[src/rtl/asm_pkg.sv]
// Shared types and constants for the streaming instruction encoder: mnemonics, FSM
// states, opcode/func codes, error codes and the immediate-field bounds helper.
package asm_pkg;

    typedef enum logic [3:0] {
        ADD  = 4'd0,
        SUB  = 4'd1,
        AND  = 4'd2,
        OR   = 4'd3,
        ADDI = 4'd4,
        SUBI = 4'd5,
        LD   = 4'd6,
        ST   = 4'd7,
        JMP  = 4'd8,
        BEQ  = 4'd9,
        BNE  = 4'd10
    } mnem_e;

    typedef enum logic [1:0] {
        S_IDLE = 2'd0,
        S_RUN  = 2'd1,
        S_DONE = 2'd2,
        S_ERR  = 2'd3
    } state_e;

    typedef enum logic [2:0] {
        IMM_NONE = 3'd0,
        IMM_I    = 3'd1,
        IMM_LS   = 3'd2,
        IMM_BR   = 3'd3,
        IMM_JMP  = 3'd4
    } imm_cls_e;

    localparam logic [3:0] OP_R   = 4'b0001;
    localparam logic [3:0] OP_I   = 4'b0010;
    localparam logic [3:0] OP_LD  = 4'b0011;
    localparam logic [3:0] OP_ST  = 4'b1100;
    localparam logic [3:0] OP_JMP = 4'b0100;
    localparam logic [3:0] OP_BEQ = 4'b1000;
    localparam logic [3:0] OP_BNE = 4'b1001;

    localparam logic [3:0] FN_ADD  = 4'b0001;
    localparam logic [3:0] FN_SUB  = 4'b0010;
    localparam logic [3:0] FN_AND  = 4'b0100;
    localparam logic [3:0] FN_OR   = 4'b1000;
    localparam logic [3:0] FN_ADDI = 4'b0001;
    localparam logic [3:0] FN_SUBI = 4'b0010;

    localparam logic [1:0] ERR_NONE  = 2'b00;
    localparam logic [1:0] ERR_RANGE = 2'b01;
    localparam logic [1:0] ERR_OVF   = 2'b10;
    localparam logic [1:0] ERR_MNEM  = 2'b11;

    typedef struct packed {
        logic [15:0] hi;
        logic [15:0] lo;
    } imm_bounds_t;

    // Inclusive [hi:lo] bit range of the immediate field for one instruction class.
    function automatic imm_bounds_t imm_bounds(input imm_cls_e cls, input int reg_w,
                                               input int instr_w);
        imm_bounds_t b;
        b.hi = 16'(instr_w - 1);
        b.lo = 16'(4 + 2 * reg_w);
        case (cls)
            IMM_I:   b.hi = 16'(instr_w - 5);
            IMM_LS:  b.lo = 16'(4 + reg_w);
            IMM_JMP: b.lo = 16'd4;
            default: ;
        endcase
        return b;
    endfunction

endpackage

[src/rtl/asm_field_pack.sv]
// Combinational instruction packer: mnemonic, register operands and immediate in,
// encoded word out, with immediate range and mnemonic legality flags.
module asm_field_pack
    import asm_pkg::*;
#(
    parameter int REG_W   = 4,
    parameter int INSTR_W = 24,
    parameter int IMM_W   = 33
) (
    input  mnem_e                    mnem,
    input  logic [REG_W-1:0]         r1,
    input  logic [REG_W-1:0]         r2,
    input  logic [REG_W-1:0]         r3,
    input  logic signed [IMM_W-1:0]  imm,
    output logic [INSTR_W-1:0]       word,
    output logic                     range_ok,
    output logic                     legal
);

    localparam imm_bounds_t B_I   = imm_bounds(IMM_I,   REG_W, INSTR_W);
    localparam imm_bounds_t B_LS  = imm_bounds(IMM_LS,  REG_W, INSTR_W);
    localparam imm_bounds_t B_BR  = imm_bounds(IMM_BR,  REG_W, INSTR_W);
    localparam imm_bounds_t B_JMP = imm_bounds(IMM_JMP, REG_W, INSTR_W);

    localparam int I_LO   = int'(B_I.lo);
    localparam int I_W    = int'(B_I.hi) - int'(B_I.lo) + 1;
    localparam int LS_LO  = int'(B_LS.lo);
    localparam int LS_W   = int'(B_LS.hi) - int'(B_LS.lo) + 1;
    localparam int BR_LO  = int'(B_BR.lo);
    localparam int BR_W   = int'(B_BR.hi) - int'(B_BR.lo) + 1;
    localparam int JMP_LO = int'(B_JMP.lo);
    localparam int JMP_W  = int'(B_JMP.hi) - int'(B_JMP.lo) + 1;

    localparam int R1_LO = 4;
    localparam int R2_LO = 4 + REG_W;
    localparam int R3_LO = 4 + 2 * REG_W;

    // Fits in w-bit two's complement iff everything above bit w-2 is pure sign.
    function automatic logic fits(input logic signed [IMM_W-1:0] v, input int w);
        logic signed [IMM_W-1:0] t;
        if (w >= IMM_W) return 1'b1;
        t = v >>> (w - 1);
        return (t == '0) || (t == '1);
    endfunction

    function automatic logic [3:0] func_of(input mnem_e m);
        case (m)
            ADD:     return FN_ADD;
            SUB:     return FN_SUB;
            AND:     return FN_AND;
            OR:      return FN_OR;
            ADDI:    return FN_ADDI;
            SUBI:    return FN_SUBI;
            default: return 4'b0000;
        endcase
    endfunction

    always_comb begin
        word     = '0;
        range_ok = 1'b1;
        legal    = 1'b1;
        case (mnem)
            ADD, SUB, AND, OR: begin
                word[3:0]             = OP_R;
                word[R1_LO +: REG_W]  = r1;
                word[R2_LO +: REG_W]  = r2;
                word[R3_LO +: REG_W]  = r3;
                word[INSTR_W-1 -: 4]  = func_of(mnem);
            end
            ADDI, SUBI: begin
                word[3:0]             = OP_I;
                word[R1_LO +: REG_W]  = r1;
                word[R2_LO +: REG_W]  = r2;
                word[I_LO +: I_W]     = imm[I_W-1:0];
                word[INSTR_W-1 -: 4]  = func_of(mnem);
                range_ok              = fits(imm, I_W);
            end
            LD, ST: begin
                word[3:0]             = (mnem == LD) ? OP_LD : OP_ST;
                word[R1_LO +: REG_W]  = r1;
                word[LS_LO +: LS_W]   = imm[LS_W-1:0];
                range_ok              = fits(imm, LS_W);
            end
            BEQ, BNE: begin
                word[3:0]             = (mnem == BEQ) ? OP_BEQ : OP_BNE;
                word[R1_LO +: REG_W]  = r1;
                word[R2_LO +: REG_W]  = r2;
                word[BR_LO +: BR_W]   = imm[BR_W-1:0];
                range_ok              = fits(imm, BR_W);
            end
            JMP: begin
                word[3:0]             = OP_JMP;
                word[JMP_LO +: JMP_W] = imm[JMP_W-1:0];
                range_ok              = fits(imm, JMP_W);
            end
            default: legal = 1'b0;
        endcase
    end

endmodule

[src/rtl/asm_stream_encoder.sv]
// Streaming assembler: accepts tokens on valid/ready, encodes them in a two-stage
// pipeline and writes words to instruction memory. Option: ASM_BRANCH_REL_EN.
module asm_stream_encoder
    import asm_pkg::*;
#(
    parameter int REG_W      = 4,
    parameter int INSTR_W    = 24,
    parameter int PROG_DEPTH = 256,
    parameter int IMM_IN_W   = 32
) (
    input  logic                            clk,
    input  logic                            rst_n,
    input  logic                            start,
    input  logic                            in_valid,
    output logic                            in_ready,
    input  mnem_e                           in_mnem,
    input  logic [REG_W-1:0]                in_r1,
    input  logic [REG_W-1:0]                in_r2,
    input  logic [REG_W-1:0]                in_r3,
    input  logic signed [IMM_IN_W-1:0]      in_imm,
    input  logic                            in_last,
    output logic                            mem_we,
    output logic [$clog2(PROG_DEPTH)-1:0]   mem_addr,
    output logic [INSTR_W-1:0]              mem_wdata,
    output logic                            done,
    output logic [$clog2(PROG_DEPTH):0]     count,
    output logic                            err,
    output logic [1:0]                      err_code,
    output logic [$clog2(PROG_DEPTH)-1:0]   err_addr
);

    localparam int AW = $clog2(PROG_DEPTH);
    localparam int CW = AW + 1;
    localparam int IW = IMM_IN_W + 1;

    state_e              state_q, state_d;
    logic [CW-1:0]       acc_q, acc_d;
    logic                last_seen_q, last_seen_d;
    logic                vld_p1_q, vld_p1_d;
    logic                last_p1_q, last_p1_d;
    logic [INSTR_W-1:0]  word_p1_q, word_p1_d;
    logic [AW-1:0]       addr_p1_q, addr_p1_d;
    logic                mem_we_q, mem_we_d;
    logic [AW-1:0]       mem_addr_q, mem_addr_d;
    logic [INSTR_W-1:0]  mem_wdata_q, mem_wdata_d;
    logic                last_p2_q, last_p2_d;
    logic                done_q, done_d;
    logic [CW-1:0]       count_q, count_d;
    logic                err_q, err_d;
    logic [1:0]          err_code_q, err_code_d;
    logic [AW-1:0]       err_addr_q, err_addr_d;

    logic                full;
    logic                accept;
    logic signed [IW-1:0] imm_eff;
    logic [INSTR_W-1:0]  pk_word;
    logic                pk_range_ok;
    logic                pk_legal;

    // acc_q counts accepted tokens, so it is also the address the current token will get.
    assign full     = (acc_q == CW'(PROG_DEPTH));
    assign in_ready = (state_q == S_RUN) && !full && !last_seen_q;
    assign accept   = in_valid && in_ready && !start;

`ifdef ASM_BRANCH_REL_EN
    always_comb begin
        imm_eff = {in_imm[IMM_IN_W-1], in_imm};
        if (in_mnem == JMP || in_mnem == BEQ || in_mnem == BNE)
            imm_eff = imm_eff - {{(IW-CW){1'b0}}, acc_q};
    end
`else
    assign imm_eff = {in_imm[IMM_IN_W-1], in_imm};
`endif

    asm_field_pack #(
        .REG_W   (REG_W),
        .INSTR_W (INSTR_W),
        .IMM_W   (IW)
    ) u_pack (
        .mnem     (in_mnem),
        .r1       (in_r1),
        .r2       (in_r2),
        .r3       (in_r3),
        .imm      (imm_eff),
        .word     (pk_word),
        .range_ok (pk_range_ok),
        .legal    (pk_legal)
    );

    always_comb begin
        state_d     = state_q;
        acc_d       = acc_q;
        last_seen_d = last_seen_q;
        vld_p1_d    = 1'b0;
        last_p1_d   = 1'b0;
        word_p1_d   = word_p1_q;
        addr_p1_d   = addr_p1_q;
        mem_we_d    = 1'b0;
        mem_addr_d  = mem_addr_q;
        mem_wdata_d = mem_wdata_q;
        last_p2_d   = 1'b0;
        count_d     = count_q;
        done_d      = done_q | (mem_we_q & last_p2_q);
        err_d       = err_q;
        err_code_d  = err_code_q;
        err_addr_d  = err_addr_q;

        // Stage 2: whatever made it into stage 1 is written, even if an error follows.
        if (vld_p1_q) begin
            mem_we_d    = 1'b1;
            mem_addr_d  = addr_p1_q;
            mem_wdata_d = word_p1_q;
            last_p2_d   = last_p1_q;
            count_d     = count_q + CW'(1);
        end

        // Stage 1: a failing token never enters the pipeline.
        if (state_q == S_RUN) begin
            if (accept) begin
                if (!pk_legal || !pk_range_ok) begin
                    state_d    = S_ERR;
                    err_d      = 1'b1;
                    err_code_d = pk_legal ? ERR_RANGE : ERR_MNEM;
                    err_addr_d = acc_q[AW-1:0];
                end else begin
                    vld_p1_d  = 1'b1;
                    last_p1_d = in_last;
                    word_p1_d = pk_word;
                    addr_p1_d = acc_q[AW-1:0];
                    acc_d     = acc_q + CW'(1);
                    if (in_last) begin
                        last_seen_d = 1'b1;
                        state_d     = S_DONE;
                    end
                end
            end else if (in_valid && full && !last_seen_q) begin
                state_d    = S_ERR;
                err_d      = 1'b1;
                err_code_d = ERR_OVF;
                err_addr_d = acc_q[AW-1:0];
            end
        end

        if (start) begin
            state_d     = S_RUN;
            acc_d       = '0;
            last_seen_d = 1'b0;
            vld_p1_d    = 1'b0;
            mem_we_d    = 1'b0;
            count_d     = '0;
            done_d      = 1'b0;
            err_d       = 1'b0;
            err_code_d  = ERR_NONE;
            err_addr_d  = '0;
        end
    end

    always_ff @(posedge clk or negedge rst_n) begin
        if (!rst_n) begin
            state_q     <= S_IDLE;
            acc_q       <= '0;
            last_seen_q <= 1'b0;
            vld_p1_q    <= 1'b0;
            last_p1_q   <= 1'b0;
            mem_we_q    <= 1'b0;
            mem_addr_q  <= '0;
            mem_wdata_q <= '0;
            last_p2_q   <= 1'b0;
            done_q      <= 1'b0;
            count_q     <= '0;
            err_q       <= 1'b0;
            err_code_q  <= ERR_NONE;
            err_addr_q  <= '0;
        end else begin
            state_q     <= state_d;
            acc_q       <= acc_d;
            last_seen_q <= last_seen_d;
            vld_p1_q    <= vld_p1_d;
            last_p1_q   <= last_p1_d;
            mem_we_q    <= mem_we_d;
            mem_addr_q  <= mem_addr_d;
            mem_wdata_q <= mem_wdata_d;
            last_p2_q   <= last_p2_d;
            done_q      <= done_d;
            count_q     <= count_d;
            err_q       <= err_d;
            err_code_q  <= err_code_d;
            err_addr_q  <= err_addr_d;
        end
    end

    // Stage-1 payload is qualified by vld_p1_q and needs no reset.
    always_ff @(posedge clk) begin
        word_p1_q <= word_p1_d;
        addr_p1_q <= addr_p1_d;
    end

    assign mem_we    = mem_we_q;
    assign mem_addr  = mem_addr_q;
    assign mem_wdata = mem_wdata_q;
    assign done      = done_q;
    assign count     = count_q;
    assign err       = err_q;
    assign err_code  = err_code_q;
    assign err_addr  = err_addr_q;

endmodule

[config.mk]
export PLATFORM = sky130hd
export DESIGN_NAME = asm_stream_encoder
export DESIGN_NICKNAME = d
export VERILOG_FILES = /design/src/rtl/asm_pkg.sv /design/src/rtl/asm_field_pack.sv /design/src/rtl/asm_stream_encoder.sv
export SDC_FILE = /design/constraint.sdc
export NUM_CORES = 1
export LEC_CHECK = 0
export CAP_MARGIN = 20
export CORE_UTILIZATION = 45
export CTS_BUF_LIST = sky130_fd_sc_hd__clkbuf_16
export DETAILED_ROUTE_END_ITERATION = 10
export GPL_TIMING_DRIVEN = 0
export PLACE_DENSITY = 0.76
export SLEW_MARGIN = 20
export SYNTH_ARGS = -nofsm -noshare
export SYNTH_HDL_FRONTEND = slang
export SYNTH_HIERARCHICAL = 1
export SYNTH_SLANG_ARGS = --single-unit
[constraint.sdc]
create_clock -name clk -period 3.1 [get_ports clk]
set_input_delay 0.775 -clock clk [delete_from_list [all_inputs] [get_ports clk]]
set_output_delay 0.775 -clock clk [all_outputs]
set_load 0.02 [all_outputs]
## Word level (Yosys, flattened, before mapping)

Index checks and enable logic that the tools add are counted.

- Add/sub/neg operators: 2
- Eq/ne operators: 19
- Mux-type cells: 52
- Bitwise gates (word level): 3
- Reduce and logical (&&, ||, !) cells: 40

Operators by type and width:

| cell | number |
|---|---|
| equality test 33 bit, second input constant | 4 |
| zero test 33 bit | 4 |
| one-hot mux 16 bit (5 select lines) | 1 |
| 2-to-1 mux 9 bit | 6 |
| 2-to-1 mux 8 bit | 5 |
| one-hot mux 4 bit (4 select lines) | 2 |
| 2-to-1 mux 2 bit | 12 |
| 2-to-1 mux 1 bit | 23 |
| adder 9 x 1 -> 9 bit, second input constant | 2 |
| equality test 4 x 3 -> 1 bit, second input constant | 4 |
| equality test 4 bit, second input constant | 3 |
| one-hot mux 4 bit (3 select lines) | 1 |
| AND reduction 3 bit | 4 |
| OR reduction 11 bit | 1 |
| OR reduction 2 bit | 5 |
| equality test 9 bit, second input constant | 1 |
| equality test 4 x 2 -> 1 bit, second input constant | 2 |
| nonzero test 2 bit | 4 |
| OR reduction 4 bit | 2 |
| logical AND 1 bit | 6 |
| OR reduction 6 bit | 1 |
| zero test 1 bit | 5 |
| logical OR 1 bit | 5 |
| equality test 4 x 1 -> 1 bit, second input constant | 1 |
| 12 further kinds | 12 |

- Flip-flop bits (word level): 101
- Input port bits: 53
- Output and inout bits: 55
- Word-level logic and storage cells: 132

## Depth between registers and ports, before layout

- Word-level depth: 9
- Mapped depth: 10
- Mapped depth without buffers: 9

## Modules after synthesis

The synthesis kept the hierarchy.

By module, submodules not included:

| module | instances | cells an instance | area each (sq um) | sequential area each (sq um) |
|---|---|---|---|---|
| asm_stream_encoder | 1 | 263 | 3,938.8 | 2,687.6 |
| asm_field_pack | 1 | 112 | 793.3 | 0.0 |

## Least setup slack after synthesis

Ideal clock, no wire load.

- Path kind: input to register
- Start: input in_imm[24]
- End: register addr_p1_q[0] (enable)
- Setup time: 426 ps
- Arrival: 3,689 ps
- Data required time: 2,674 ps
- Path slack: -1,015 ps
- Cell stages on the path: 8
- Buffers on the path: 0
- Cell sequence: nor4_1 -> and4_1 -> nand3_1 -> o21ai_0 -> a22o_1 -> nand2_1 -> a211oi_4 -> nor2b_1

- Longest elaborated chain between the ends: 7
- Elaborated cells between the ends (all ways): 17
- Classes of those cells: eq/ne (4); mux (1); bitwise (1); reduce/logical (11)

Ends and longest elaborated chain:

| element | line | source |
|---|---|---|
| start, declared | asm_stream_encoder.sv:20 | `input logic signed [IMM_IN_W-1:0] in_imm,` |
| equality test 33 bit / zero test 33 bit (equally long branches) | asm_field_pack.sv:43 | `return (t == '0) \|\| (t == '1);` |
| logical OR 1 bit | asm_field_pack.sv:43 |  |
| one-hot mux 1 bit (4 select lines) (*) | asm_field_pack.sv:62 | `case (mnem)` |
| named net pk_range_ok | asm_stream_encoder.sv:57 | `logic pk_range_ok;` |
| zero test 1 bit (*) | asm_stream_encoder.sv:120 | `if (!pk_legal \|\| !pk_range_ok) begin` |
| logical OR 1 bit (*) | asm_stream_encoder.sv:120 |  |
| NOT 1 bit (no line) (*) | - |  |
| AND reduction 3 bit (no line) (*) | - |  |
| end signal, assigned | asm_stream_encoder.sv:195 | `addr_p1_q <= addr_p1_d;` |
| end, declared | asm_stream_encoder.sv:42 | `logic [AW-1:0] addr_p1_q, addr_p1_d;` |

Mark *: on every way through the listed nets, which the timed path passes. The rest lies on a longest branch.
A chain may end at the register's enable or synchronous reset.

## Worst setup path after layout

- Start: input in_imm[22]
- End: register word_p1_q[12] (enable)

- Longest elaborated chain between the ends: 7
- Elaborated cells between the ends (all ways): 17
- Classes of those cells: eq/ne (4); mux (1); bitwise (1); reduce/logical (11)

Ends and longest elaborated chain:

| element | line | source |
|---|---|---|
| equality test 33 bit / zero test 33 bit (equally long branches) | asm_field_pack.sv:43 |  |
| logical OR 1 bit | asm_field_pack.sv:43 |  |
| one-hot mux 1 bit (4 select lines) (*) | asm_field_pack.sv:62 |  |
| named net pk_range_ok | asm_stream_encoder.sv:57 |  |
| zero test 1 bit (*) | asm_stream_encoder.sv:120 |  |
| logical OR 1 bit (*) | asm_stream_encoder.sv:120 |  |
| NOT 1 bit (no line) (*) | - |  |
| AND reduction 3 bit (no line) (*) | - |  |
| end signal, assigned | asm_stream_encoder.sv:194 | `word_p1_q <= word_p1_d;` |
| end, declared | asm_stream_encoder.sv:41 | `logic [INSTR_W-1:0] word_p1_q, word_p1_d;` |

Marked as above.

==> metrics.txt <==
overall via count from detail_route 3530; category of the most critical setup path primary input to flip-flop; clock transition at the registers of the reported paths 0.07 ns; row count 37; class of the tightest hold or removal check primary input to async pin; Initial DRC Count around 200; crit path launch in_imm[22]; worst slew margin relative to its limit 60.8%; startpoint class of the critical path primary input; leading post-synthesis cells by cell area sky130_fd_sc_hd__dfrtp_1 (36%), sky130_fd_sc_hd__edfxtp_1 (20%), sky130_fd_sc_hd__mux2_2 (7.6%); final setup violation count 0; vias in the first global route 3430; maximum number of pins on one net before global-route repair 53; met2 track utilization from global routing 35.4%; area grow syn2layout 36.5%; Unique masters post-synth 61; shortest period the worst path allows 3.01 ns; maximum ir drop on the vdd rail 0.280 mV; DRT antenna net count 0; total inserted antenna cells 0; ys async rst share 68.3%; most frequent cell after synthesis sky130_fd_sc_hd__dfrtp_1; nets in the synthesized netlist 431; Period Utilization, post-route 97.2%; cell type with the highest aggregate area in the netlist sky130_fd_sc_hd__dfrtp_1; buffers plus inverters on the worst setup path 2; post-synth design cell area 4730 um^2; leak pwr 2.67 nW; min setup slack post-route ~0.086 ns; total power per unit cell area 575 nW/um^2; Die W 105 um; worst setup path end word_p1_q[12]$_DFFE_PP_; Skew-Pair Late Insertion Delay 0.34 ns; number of antenna violations at the first check in global routing 0; floorplan die area 10900 um^2; total number of H-tree levels 3; critical path cell sequence clkdlybuf4s50_1 -> nor4_1 -> and4_2 -> a22oi_2 -> o21ai_1 -> a22o_1 -> nand2_2 -> a211oi_4 -> nor2b_4 -> clkbuf_16; count of flip-flops with a built-in enable after synthesis 32; Worst Path Max Fanout 7; number of I/O pins 108; Wirelength per Cell 17.1 um; WP data arrival 3.07 ns; global-route wire length before repair 17300 um; instance count on the critical path 10; Synth top cells by count sky130_fd_sc_hd__dfrtp_1 (69), sky130_fd_sc_hd__edfxtp_1 (32), sky130_fd_sc_hd__mux2_2 (32), sky130_fd_sc_hd__nor2_1 (28), sky130_fd_sc_hd__nand2b_1 (17); register-to-register path setup slack 1.09 ns; outcome completed; worst-case clock buffer depth 2; GRT busiest layer met2; reg-to-reg critical path startpoint acc_q[0]$_DFFE_PN0P_; final hold vios 0; nets@finish 557; max incr delay on CP 0.41 ns; placeable core region 10300 um^2; Max Transition Viols Final 0; setup TNS 0 ns; endpoint of the worst-slack reg-to-reg timing path word_p1_q[12]$_DFFE_PP_; First-pass DRT Iterations 6; Avg Synthesized Cell Area approximately 13 um^2; Syn Inst Count 375; highest achievable clock rate 332 MHz; total of max-cap violations 0; Clock Sink Count 101; type of destination of the critical path flip-flop; dominant register cell in the synthesized netlist sky130_fd_sc_hd__dfrtp_1; total routing resource utilization after global routing 20.5%; Filler Cell Count 844; Final Total Pwr roughly 3.7 mW; Reg2Reg Depth 6; fraction of post-synthesis cell area in the top cell type by area 36.5%; DRC violation count after routing 0; cell family with most CP delay simple AND/OR/NAND/NOR gates; proportion of layout cells with a drive suffix above 1 20.8%; buffer type at the clock tree root sky130_fd_sc_hd__clkbuf_16; final weighted congestion of routability-driven global placement 0.967; met3 capacity usage during global routing 3.49%; worst-margin pin slew 0.580 ns; post-detailed-route via-to-cell ratio 5.51; number of buffers inserted during clock tree synthesis 9; total of warnings raised by yosys 6; hold buffers post-CTS 0; Initial Utilization between 40% and 50%; total half-perimeter wirelength after legalization and detailed placement 7810 um; overflow left after global routing 0; proportion of synthesized chip area in sequential cells between 50% and 60%; clock tree from TritonCTS yes; met1 capacity usage during global routing between 20% and 30%; number of flip-flops and latches in the synthesized netlist 101; die height 105 um; Worst EP required 3.16 ns; WL final roughly 11000 um; number of I/O port buffers 104; worst setup slack before clock tree synthesis -1.08 ns; critical-path cell with the highest stage delay sky130_fd_sc_hd__clkdlybuf4s50_1; Layout Skew 0.00994 ns
==> where the power goes <==
part | total (mW) | leakage [nW] | switching (mW) | internal, mW
Combinational | 0.917 | 1.31 | 0.438 | 0.479
Sequential | 1.62 | 1.20 | 0.0822 | 1.54
Clock | 1.18 | 0.154 | 0.473 | 0.704
Total | 3.71 | 2.67 | 0.993 | 2.72
==> metrics by stage <==
| step | utilization [%] | cells | instance area (um^2) | hold slack (ns) |
|---|---|---|---|---|
| 6_report | 62.9 | 641 | 6460 | 0.297 |
| 5_1_grt | 62.9 | 641 | 6460 | 0.304 |
| 3_3_place_gp | 57.9 | 615 | 5950 | 0.438 |
| 4_1_cts | 62.0 | 640 | 6370 | 0.296 |
| 3_5_place_dp | 58.2 | 616 | 5980 | 0.447 |
| 2_1_floorplan | - | 375 | 4740 | 0.434 |
==> timing repair <==
| item | in CTS | in global routing |
|---|---|---|
| gates cloned | 1 | 1 |
| setup endpoints to repair | 35 | 38 |
| resized for setup | 2 | 18 |
| pin swaps | 3 | 11 |
| setup buffers | 8 | 0 |
| endpoints found under the hold margin | 0 | 0 |
==> worst min-delay path by stage <==
stage	to	slack, ns	cells past startpoint
3_3_place_gp	last_p2_q$_DFF_PN0_	0.44	1
5_1_grt	mem_addr[2]$_DFFE_PN0P_	0.30	1
6_report	mem_addr[3]$_DFFE_PN0P_	0.30	1
3_5_place_dp	last_p2_q$_DFF_PN0_	0.45	1
4_1_cts	mem_addr[3]$_DFFE_PN0P_	0.30	1
2_1_floorplan	last_p2_q$_DFF_PN0_	0.43	1
==> cell type report <==
class | count | area [um^2] | share of cell area [%]
Clock buffer | 9 | 225 | 3.49
Inverter | 16 | 72.6 | 1.12
Timing Repair Buffer | 114 | 1180 | 18.3
Buffer | 19 | 136 | 2.11
Sequential cell | 101 | 2690 | 41.6
Multi-Input combinational cell | 240 | 1900 | 29.4
Clock inverter | 6 | 86.3 | 1.34
Tap cell | 136 | 170 | 2.63
==> per-layer routing <==
metal / part of all wire (%) / up-vias
li1: - / 1635
met5: 0 / -
met3: 5.9 / 20
met2: 51 / 172
met1: 40 / 1703
met4: 2.5 / 0
==> kinds of logic after synthesis <==
group                      Yosys count  synth area share, %
DFF                                101                 56.8
adders and majority gates            3                0.793
and+or+nand+nor                    114                 14.8
buffers and inverters               35                 4.42
xor gates and xnor gates            13                 2.57
muxes                               44                 10.2
AOI/OAI and AO/OA                   65                 10.5
==> sequential cells by signal, summed over array words and instances, names as in the netlist <==
signal and flops:
mem_wdata 24, word_p1_q 24, acc_q 9, count 9
addr_p1_q 8, err_addr 8, mem_addr 8, err_code 2
state_q 2, done 1, err 1, last_p1_q 1
last_p2_q 1, last_seen_q 1, mem_we 1, vld_p1_q 1
==> layout by cell type, fill, tap and decap left out, drive strengths merged, types with 8 or more instances in the layout <==
master and count:
mux2i 12, xnor2 9, inv 17, nand2 13
nand2b 17, clkbuf 16, dlymetal6s2s 8, a222oi 8
nand4 10, nor2 29, dfrtp 69, buf 23
clkdlybuf4s50 94, edfxtp 32, o21ai 13, a21oi 13
mux2 32, nor4 9
No activity file was read; power rests on OpenSTA's default activity.
